**src/rtl/sprite_pkg.sv**
```systemverilog
// Shared types and helpers for the sprite index fetch stage.
//   anim_state_t        : animation controller states
//   TRANSPARENT_IDX_DEF : default see-through palette index
//   spr_addr()          : ROM word address of pixel (dx, dy) in animation frame 'frame'
package sprite_pkg;

  typedef enum logic [1:0] {
    StStop,
    StRun,
    StHold
  } anim_state_t;

  localparam logic [3:0] TRANSPARENT_IDX_DEF = 4'd0;

  // Frames are stored back to back, each one row-major.
  function automatic logic [31:0] spr_addr(input logic [31:0] frame,
                                           input logic [31:0] dy,
                                           input logic [31:0] dx,
                                           input logic [31:0] spr_w,
                                           input logic [31:0] spr_h);
    return frame * spr_w * spr_h + dy * spr_w + dx;
  endfunction

endpackage

```
**src/rtl/sprite_anim_ctrl.sv**
```systemverilog
// Animation frame sequencer for a single sprite.
//   Clk, Reset_n : pixel clock, synchronous active-low reset
//   vsync_fall   : one-cycle strobe, start of a new video frame
//   anim_en      : 1 = animation running
//   oneshot      : 1 = stop on the last frame, 0 = loop
//   frame        : current animation frame
//   anim_done    : one-cycle pulse when a oneshot run lands on the last frame
module sprite_anim_ctrl
  import sprite_pkg::*;
#(
  parameter int unsigned FRAMES      = 4,
  parameter int unsigned FRAME_TICKS = 6,
  parameter int unsigned FRAME_W     = (FRAMES > 1) ? $clog2(FRAMES) : 1
) (
  input  logic               Clk,
  input  logic               Reset_n,
  input  logic               vsync_fall,
  input  logic               anim_en,
  input  logic               oneshot,
  output logic [FRAME_W-1:0] frame,
  output logic               anim_done
);

  localparam int unsigned TickW = (FRAME_TICKS > 1) ? $clog2(FRAME_TICKS) : 1;
  localparam logic [FRAME_W-1:0] LastFrame = FRAME_W'(FRAMES - 1);
  localparam logic [TickW-1:0]   LastTick  = TickW'(FRAME_TICKS - 1);

  anim_state_t        state_q;
  logic [FRAME_W-1:0] frame_q;
  logic [TickW-1:0]   tick_q;
  logic               done_q;

  always_ff @(posedge Clk) begin
    if (!Reset_n) begin
      state_q <= StStop;
      frame_q <= '0;
      tick_q  <= '0;
      done_q  <= 1'b0;
    end else begin
      done_q <= 1'b0;
      case (state_q)
        StStop: begin
          frame_q <= '0;
          tick_q  <= '0;
          // A vsync edge in the same cycle is deliberately not counted.
          if (anim_en) state_q <= StRun;
        end
        StRun: begin
          if (vsync_fall && anim_en) begin
            if (tick_q != LastTick) begin
              tick_q <= tick_q + 1'b1;
            end else begin
              tick_q <= '0;
              if (frame_q == LastFrame) begin
                // Only reachable with oneshot low, or oneshot raised late.
                if (oneshot) begin
                  done_q  <= 1'b1;
                  state_q <= StHold;
                end else begin
                  frame_q <= '0;
                end
              end else begin
                frame_q <= frame_q + 1'b1;
                if (oneshot && ((frame_q + 1'b1) == LastFrame)) begin
                  done_q  <= 1'b1;
                  state_q <= StHold;
                end
              end
            end
          end
        end
        StHold: begin
          if (!anim_en) begin
            state_q <= StStop;
            frame_q <= '0;
            tick_q  <= '0;
          end
        end
        default: state_q <= StStop;
      endcase
    end
  end

  assign frame     = frame_q;
  assign anim_done = done_q;

endmodule

```
**src/rtl/sprite_index_fetch.sv**
```systemverilog
// Sprite hit test and index ROM fetch, three pipeline registers from DrawX/DrawY to outputs.
//   Clk, Reset_n        : pixel clock, synchronous active-low reset
//   DrawX, DrawY, blank : current pixel and active-video flag
//   vsync               : active-low vertical sync
//   SpriteX, SpriteY    : sprite top-left, latched on vsync fall
//   anim_en, oneshot    : animation control
//   rom_addr, rom_q     : synchronous index ROM port (1-cycle read latency)
//   index, sprite_on    : palette index and opaque-pixel flag
//   DrawX_d, DrawY_d, blank_d : coordinates aligned with index
//   anim_done           : oneshot completion pulse
module sprite_index_fetch
  import sprite_pkg::*;
#(
  parameter int unsigned SPR_W           = 32,
  parameter int unsigned SPR_H           = 32,
  parameter int unsigned FRAMES          = 4,
  parameter int unsigned FRAME_TICKS     = 6,
  parameter logic [3:0]  TRANSPARENT_IDX = TRANSPARENT_IDX_DEF,
  parameter int unsigned ADDR_W          = $clog2(SPR_W * SPR_H * FRAMES)
) (
  input  logic              Clk,
  input  logic              Reset_n,
  input  logic [9:0]        DrawX,
  input  logic [9:0]        DrawY,
  input  logic              blank,
  input  logic              vsync,
  input  logic [9:0]        SpriteX,
  input  logic [9:0]        SpriteY,
  input  logic              anim_en,
  input  logic              oneshot,
  output logic [ADDR_W-1:0] rom_addr,
  input  logic [3:0]        rom_q,
  output logic [3:0]        index,
  output logic              sprite_on,
  output logic [9:0]        DrawX_d,
  output logic [9:0]        DrawY_d,
  output logic              blank_d,
  output logic              anim_done
);

  localparam int unsigned FrameW = (FRAMES > 1) ? $clog2(FRAMES) : 1;
  localparam logic [10:0] SprW11 = 11'(SPR_W);
  localparam logic [10:0] SprH11 = 11'(SPR_H);

  logic              vsync_q, vsync_fall;
  logic [9:0]        sx_q, sy_q;
  logic [FrameW-1:0] frame;
  logic [10:0]       dx, dy;
  logic              hit;
  logic [ADDR_W-1:0] rom_addr_d, rom_addr_q;

  logic       hit1_q, hit2_q;
  logic [9:0] x1_q, y1_q, x2_q, y2_q, x3_q, y3_q;
  logic       b1_q, b2_q, b3_q;
  logic [3:0] index_q;
  logic       on_q;

  assign vsync_fall = vsync_q & ~vsync;

  // 11-bit subtraction: a pixel left of / above the sprite wraps large and misses.
  assign dx  = {1'b0, DrawX} - {1'b0, sx_q};
  assign dy  = {1'b0, DrawY} - {1'b0, sy_q};
  assign hit = blank & (dx < SprW11) & (dy < SprH11);

  always_comb begin
    rom_addr_d = '0;
    if (hit) begin
      rom_addr_d = ADDR_W'(spr_addr(32'(frame), 32'(dy), 32'(dx), SPR_W, SPR_H));
    end
  end

  sprite_anim_ctrl #(
    .FRAMES      (FRAMES),
    .FRAME_TICKS (FRAME_TICKS),
    .FRAME_W     (FrameW)
  ) u_anim (
    .Clk        (Clk),
    .Reset_n    (Reset_n),
    .vsync_fall (vsync_fall),
    .anim_en    (anim_en),
    .oneshot    (oneshot),
    .frame      (frame),
    .anim_done  (anim_done)
  );

  always_ff @(posedge Clk) begin
    if (!Reset_n) begin
      vsync_q    <= 1'b1;
      sx_q       <= '0;
      sy_q       <= '0;
      rom_addr_q <= '0;
      hit1_q     <= 1'b0;
      x1_q       <= '0;
      y1_q       <= '0;
      b1_q       <= 1'b0;
      hit2_q     <= 1'b0;
      x2_q       <= '0;
      y2_q       <= '0;
      b2_q       <= 1'b0;
      index_q    <= TRANSPARENT_IDX;
      on_q       <= 1'b0;
      x3_q       <= '0;
      y3_q       <= '0;
      b3_q       <= 1'b0;
    end else begin
      vsync_q <= vsync;
      if (vsync_fall) begin
        sx_q <= SpriteX;
        sy_q <= SpriteY;
      end
      // Stage 1: address and hit.
      rom_addr_q <= rom_addr_d;
      hit1_q     <= hit;
      x1_q       <= DrawX;
      y1_q       <= DrawY;
      b1_q       <= blank;
      // Stage 2: ROM read in flight, carry the side-band along.
      hit2_q     <= hit1_q;
      x2_q       <= x1_q;
      y2_q       <= y1_q;
      b2_q       <= b1_q;
      // Stage 3: registered outputs.
      index_q    <= hit2_q ? rom_q : TRANSPARENT_IDX;
      on_q       <= hit2_q & (rom_q != TRANSPARENT_IDX);
      x3_q       <= x2_q;
      y3_q       <= y2_q;
      b3_q       <= b2_q;
    end
  end

  assign rom_addr  = rom_addr_q;
  assign index     = index_q;
  assign sprite_on = on_q;
  assign DrawX_d   = x3_q;
  assign DrawY_d   = y3_q;
  assign blank_d   = b3_q;

endmodule

```
**config.mk**
```make
export PLATFORM = sky130hd
export DESIGN_NAME = sprite_index_fetch
export DESIGN_NICKNAME = d
export VERILOG_FILES = /design/src/rtl/sprite_pkg.sv /design/src/rtl/sprite_anim_ctrl.sv /design/src/rtl/sprite_index_fetch.sv
export SDC_FILE = /design/constraint.sdc
export NUM_CORES = 1
export LEC_CHECK = 0
export ABC_AREA = 1
export CAP_MARGIN = 20
export CORE_AREA = 4 4 110 112
export CTS_CLUSTER_DIAMETER = 100
export DETAILED_ROUTE_END_ITERATION = 6
export DIE_AREA = 0 0 114 116
export GPL_TIMING_DRIVEN = 0
export PLACE_DENSITY = 0.7
export SLEW_MARGIN = 10
export SYNTH_ARGS = -nofsm -noshare
export SYNTH_HDL_FRONTEND = slang
export SYNTH_HIERARCHICAL = 1
export SYNTH_SLANG_ARGS = --single-unit
```
**constraint.sdc**
```tcl
create_clock -name Clk -period 3.06 [get_ports Clk]
set_input_delay 0.306 -clock Clk [delete_from_list [all_inputs] [get_ports Clk]]
set_output_delay 0.306 -clock Clk [all_outputs]
set_load 0.1 [all_outputs]
```
# Word-level counts from Yosys, hierarchy flattened
# Index checks and enable logic that the tools add are counted.
# Widths: inputs -> output; s select.
# classes
order_cmp	2
n_reduce_logical	11
n_addsub	6
bitwise	8
muxes	20
n_eq_ne	12
# ops
operator	n
$lt 11x6->1 const B	2
$mux 2	11
$sub 10x10->11	2
$add 12x11->12	1
$add 12x12->12	1
$pmux 2 s3	2
$mux 3	3
$ne 3x3->1 const B	3
$pmux 3 s3	1
$eq 2x2->1 const B	3
$ne 2x2->1 const B	3
$reduce_and 6->1	1
$reduce_and 5->1	1
$and 1x1->1	4
$not 1->1	4
$reduce_and 2->1	2
$reduce_bool 4->1	1
$reduce_or 4->1	1
$add 3x1->3 const B	1
$mux 1	3
$ne 3x1->1 const B	1
$reduce_and 3->1	1
$reduce_bool 3->1	1
$add 2x1->2 const B	1
other kinds (4)	5
# word_totals
output_inout_bits	39
in_bits	50
word_cells	80
register_bits	111

# Depth between registers and ports, before layout
# depth
depth_word	8
depth_mapped	20
depth_no_buf	20

# By module
# The synthesis kept the hierarchy.
# by_module_without_submodules
module	seq_area_each_um2	area_each_um2	cells_per_inst	n_inst
sprite_index_fetch	2062.0	4470.5	583	1
sprite_anim_ctrl	160.2	539.3	89	1

# Worst setup path after synthesis
# No wires, ideal clock.
# synth_timing
path_type	input to register
startpoint	input port DrawX[0]
endpoint	register rom_addr_q[11] (netlist: rom_addr[11])
n_path_buf	0
required_time_ps	2944
t_arrival_ps	2726
setup_slack_ps	219
cell_stages	19
setup_ps	116
path_cell_list	inv_1 ha_1 fa_1 inv_1 nand3_1 nand3_1 nand3_1 nand2_1 nand2_1 nand2_1 inv_1 ha_1 ha_1 a21o_1 nand2_1 nand3_1 xor2_1 xor2_1 nor2_1
# synth_between
elab_chain_len	5
word_cells_on_any_way	6
classes_between	add/sub (2); order compare (1); bitwise (2); reduce/logical (1)
# synth_rtl
element	line_no	text
from (decl)	sprite_index_fetch.sv:23	input logic [9:0] DrawX,
$sub 10x10->11 *	sprite_index_fetch.sv:61	assign dx = {1'b0, DrawX} - {1'b0, sx_q};
$lt 11x6->1	sprite_index_fetch.sv:63	assign hit = blank & (dx < SprW11) & (dy < SprH11);
$and 1x1->1 (2 in a row)	sprite_index_fetch.sv:63	
$reduce_and 2->1 (no source line)	--	
to (signal assigned)	sprite_index_fetch.sv:112	rom_addr_q <= rom_addr_d;
to (decl)	sprite_index_fetch.sv:50	logic [ADDR_W-1:0] rom_addr_d, rom_addr_q;
# Every way passes the cells marked *; elsewhere a longest branch is shown, timed or not.
# A chain may end at the register's enable or synchronous reset.

# Worst setup path after layout
# layout_timing
startpoint	input port DrawX[8]
endpoint	register rom_addr_q[11] (netlist: rom_addr[11])
# The elaborated chain is that of the path after synthesis.

==> results.json <==
{
  "hold_class": "primary input to flip-flop",
  "place_ws_ns": -0.670,
  "endpoint_kind": "flip-flop",
  "first_global_vias": 3979,
  "die_h_um": 116,
  "power.switching_mw": 1.19,
  "nets": 857,
  "dp_cells": 903,
  "final-hold-violation-count": 0,
  "htreeDepth": 3,
  "p_int_mw": 2.53,
  "worstPathArrival_ns": 3.15,
  "grt_max_degree": 19,
  "max_cap_violations": 0,
  "rsz0062_at_grt": "false",
  "viasPerCell": 4.58,
  "core_um2": 11200,
  "synth_nets": 758,
  "hold_path.startpoint": "DrawY[0]",
  "seqPwrFrac_pct": 41.8,
  "wl_per_cell_um": 12.0,
  "synth-main-ff-cell": "dfxtp_1",
  "crit_fanout": 6,
  "cts_tree": "built",
  "synth_cells": 672,
  "fp.dieW_um": 114,
  "ir_drop_mv": 0.362,
  "yosysWarnings": 6,
  "pin_count": 89,
  "maxSlewViolCount": 0,
  "ys_types": 30,
  "grt_pass1_wl_um": 18000,
  "layout_commonest_cell": "nand2_1",
  "cellLeakagePower_nw": 3.49,
  "place_hpwl_um": 8650,
  "die_area_um2": 13200,
  "final_cell_mix": "nand2_1, inv_1, dfxtp_1, clkdlybuf4s50_1, nor2_1",
  "criticalPathCategory": "primary input to flip-flop",
  "p_clk_share_pct": 29.4,
  "period_needed_ns": 2.91,
  "drcViolationCount": 0,
  "synthArstFlopShare_pct": 0,
  "design_area_um2": 6600,
  "antenna_left": 0,
  "row_count": 39,
  "cp.required_ns": 3.30,
  "routed_wl_um": 11000,
  "cts_root_buf": "clkbuf_16",
  "start_util_pct": 44.6,
  "first_pass_iters": 4,
  "p_total_mw": 3.72,
  "avgSynthCellArea_um2": 7.46,
  "finalSetupViolCount": 0,
  "power_density_nw_per_um2": 564,
  "crit_start": "DrawX[8]",
  "clock_skew_ns": 0.00907,
  "sw_frac_of_total_pct": 32.0,
  "numClockSinks": 111,
  "drtIter0Drc": 176,
  "reg2reg_from": "sx_q[0]",
  "vias": 4200,
  "overflow": 0,
  "finalNonFillerCells": 918,
  "cts_setup_buffers": 0,
  "max_slew_margin_pct": 34.8,
  "n_antenna_cell": 0,
  "grt_use_total_pct": 17.2,
  "port_buffers": 88,
  "period_share_pct": 95.1,
  "finalWorstSetupSlack_ns": 0.149,
  "tightest_slew_ns": 0.975,
  "insertion_delay_ns": 0.35,
  "ys_ff_latch": 111,
  "synth_edf_count": 0,
  "clock_path_buffers": 2,
  "status": "finished, final reports clean",
  "synth.cell_area_um2": 5010,
  "pwr-share-comb_pct": 28.9,
  "seq_area_frac_synth_pct": 44.4,
  "placed_area_um2": 6070,
  "drive_above_1_share_pct": 9.03,
  "area_growth_pct": 31.8,
  "numCtsBuffers": 9,
  "worstSetupStartpointType": "primary input",
  "clk_pin_slew_ns": 0.08,
  "antenna_found_initial": 0,
  "place_congestion": 0.909,
  "clock.fmax_mhz": 344
}
## path summary, 6_finish.rpt
kind | endpoint | slack, ns | cells after the start
worst max-delay path | rom_addr[11] | 0.15 | 17
worst min-delay path | y1_q[0] | 0.23 | 3
worst max register to register | rom_addr[11] | 0.19 | 15
worst min register to register | x2_q[2] | 0.41 | 2
## routing by layer
| metal | up-vias | track usage (%) | share of wire (%) |
|---|---|---|---|
| met4 | 0 | 6.89 | 1.8 |
| met1 | 1873 | 21.4 | 45 |
| li1 | 2213 | - | - |
| met2 | 97 | 29.6 | 48 |
| met3 | 17 | 3.29 | 4.7 |
| met5 | - | 0 | 0 |
## cells by family after synthesis
family | synth area share, %
AND/OR/NAND/NOR | 23.3
adder cells (fa/ha/maj) | 9.59
buffers and inverters | 13.6
flip-flops | 44.4
AO/OA/AOI/OAI | 7.07
XOR/XNOR | 2.10
## synthesized netlist by cell type (2+ instances only)
| library cell | number | area share, % |
|---|---|---|
| nand2_1 | 166 | 12 |
| inv_1 | 157 | 12 |
| dfxtp_1 | 111 | 44 |
| nor2_1 | 41 | 3.1 |
| ha_1 | 32 | 8.0 |
| a21oi_1 | 28 | 2.8 |
| nand3_1 | 28 | 2.8 |
| o21ai_0 | 28 | 2.8 |
| clkbuf_1 | 13 | 0.97 |
| nor2_2 | 11 | 1.4 |
| xor2_1 | 10 | 1.7 |
| nand4_1 | 9 | 1.1 |
| nand2_2 | 7 | 0.87 |
| fa_1 | 4 | 1.6 |
| a31oi_1 | 3 | 0.37 |
| inv_2 | 3 | 0.22 |
| nand3_2 | 3 | 0.60 |
| o21bai_1 | 3 | 0.45 |
| buf_6 | 2 | 0.45 |
| nor3_1 | 2 | 0.20 |
| xnor2_1 | 2 | 0.35 |
## area by class of cell
| type | instances | area, µm² |
|---|---|---|
| clock inverters | 5 | 43.8 |
| fillers | 1039 | 4620 |
| plain buffers | 16 | 78.8 |
| repair buffers | 88 | 907 |
| flip-flops and latches | 111 | 2220 |
| inverters | 160 | 601 |
| clock buffers | 10 | 229 |
| well taps | 143 | 179 |
| multi-input cells | 385 | 2340 |
## through the flow
| step | TNS (ns) | hold slack, ns | utilization [%] |
|---|---|---|---|
| 6_report | 0 | 0.227 | 58.8 |
| 5_1_grt | 0 | 0.256 | 58.8 |
| 4_1_cts | 0 | 0.347 | 56.9 |
| 3_5_place_dp | -1.90 | 0.395 | 54.1 |
| 3_3_place_gp | -1.85 | 0.393 | 54.1 |
| 2_1_floorplan | 0 | 0.390 | - |
## flip-flops by register name, summed over array words and instances, names as in the netlist
signal            count
DrawY_d              10
x1_q                 10
u_anim/frame          2
index                 4
u_anim/tick_q         3
sx_q                 10
u_anim/state_q        2
vsync_q               1
hit2_q                1
x2_q                 10
y2_q                 10
b2_q                  1
sy_q                 10
b1_q                  1
sprite_on             1
u_anim/anim_done      1
rom_addr             12
y1_q                 10
hit1_q                1
DrawX_d              10
blank_d               1
## critical path, stage by stage
cell and delay (ns):
clkdlybuf4s50_1 0.58, ha_4 0.26, nand2_1 0.10, inv_1 0.05
a21oi_1 0.20, nand4_1 0.17, and2_1 0.20, inv_1 0.10
ha_4 0.22, ha_4 0.28, nand2_1 0.05, inv_1 0.06
nand4_1 0.09, nand3_2 0.08, xor2_1 0.17, xor2_1 0.17
nor2_1 0.07
## repair_timing
| action | CTS | global route |
|---|---|---|
| hold buffers | 0 | 0 |
| gates resized for setup | 8 | 36 |
| pin swaps | 0 | 2 |
| setup endpoints to repair | 3 | 3 |
## power groups by stage
stage / sequential, mW / combinational [mW] / clock, mW
floorplan: 1.63 / 0.649 / 0
global placement: 1.58 / 0.920 / 0
detailed placement: 1.59 / 0.936 / 0
CTS: 1.55 / 0.989 / 1.12
global route: 1.56 / 1.21 / 1.17
finish: 1.56 / 1.07 / 1.09
(Power assumes the default switching activity.)
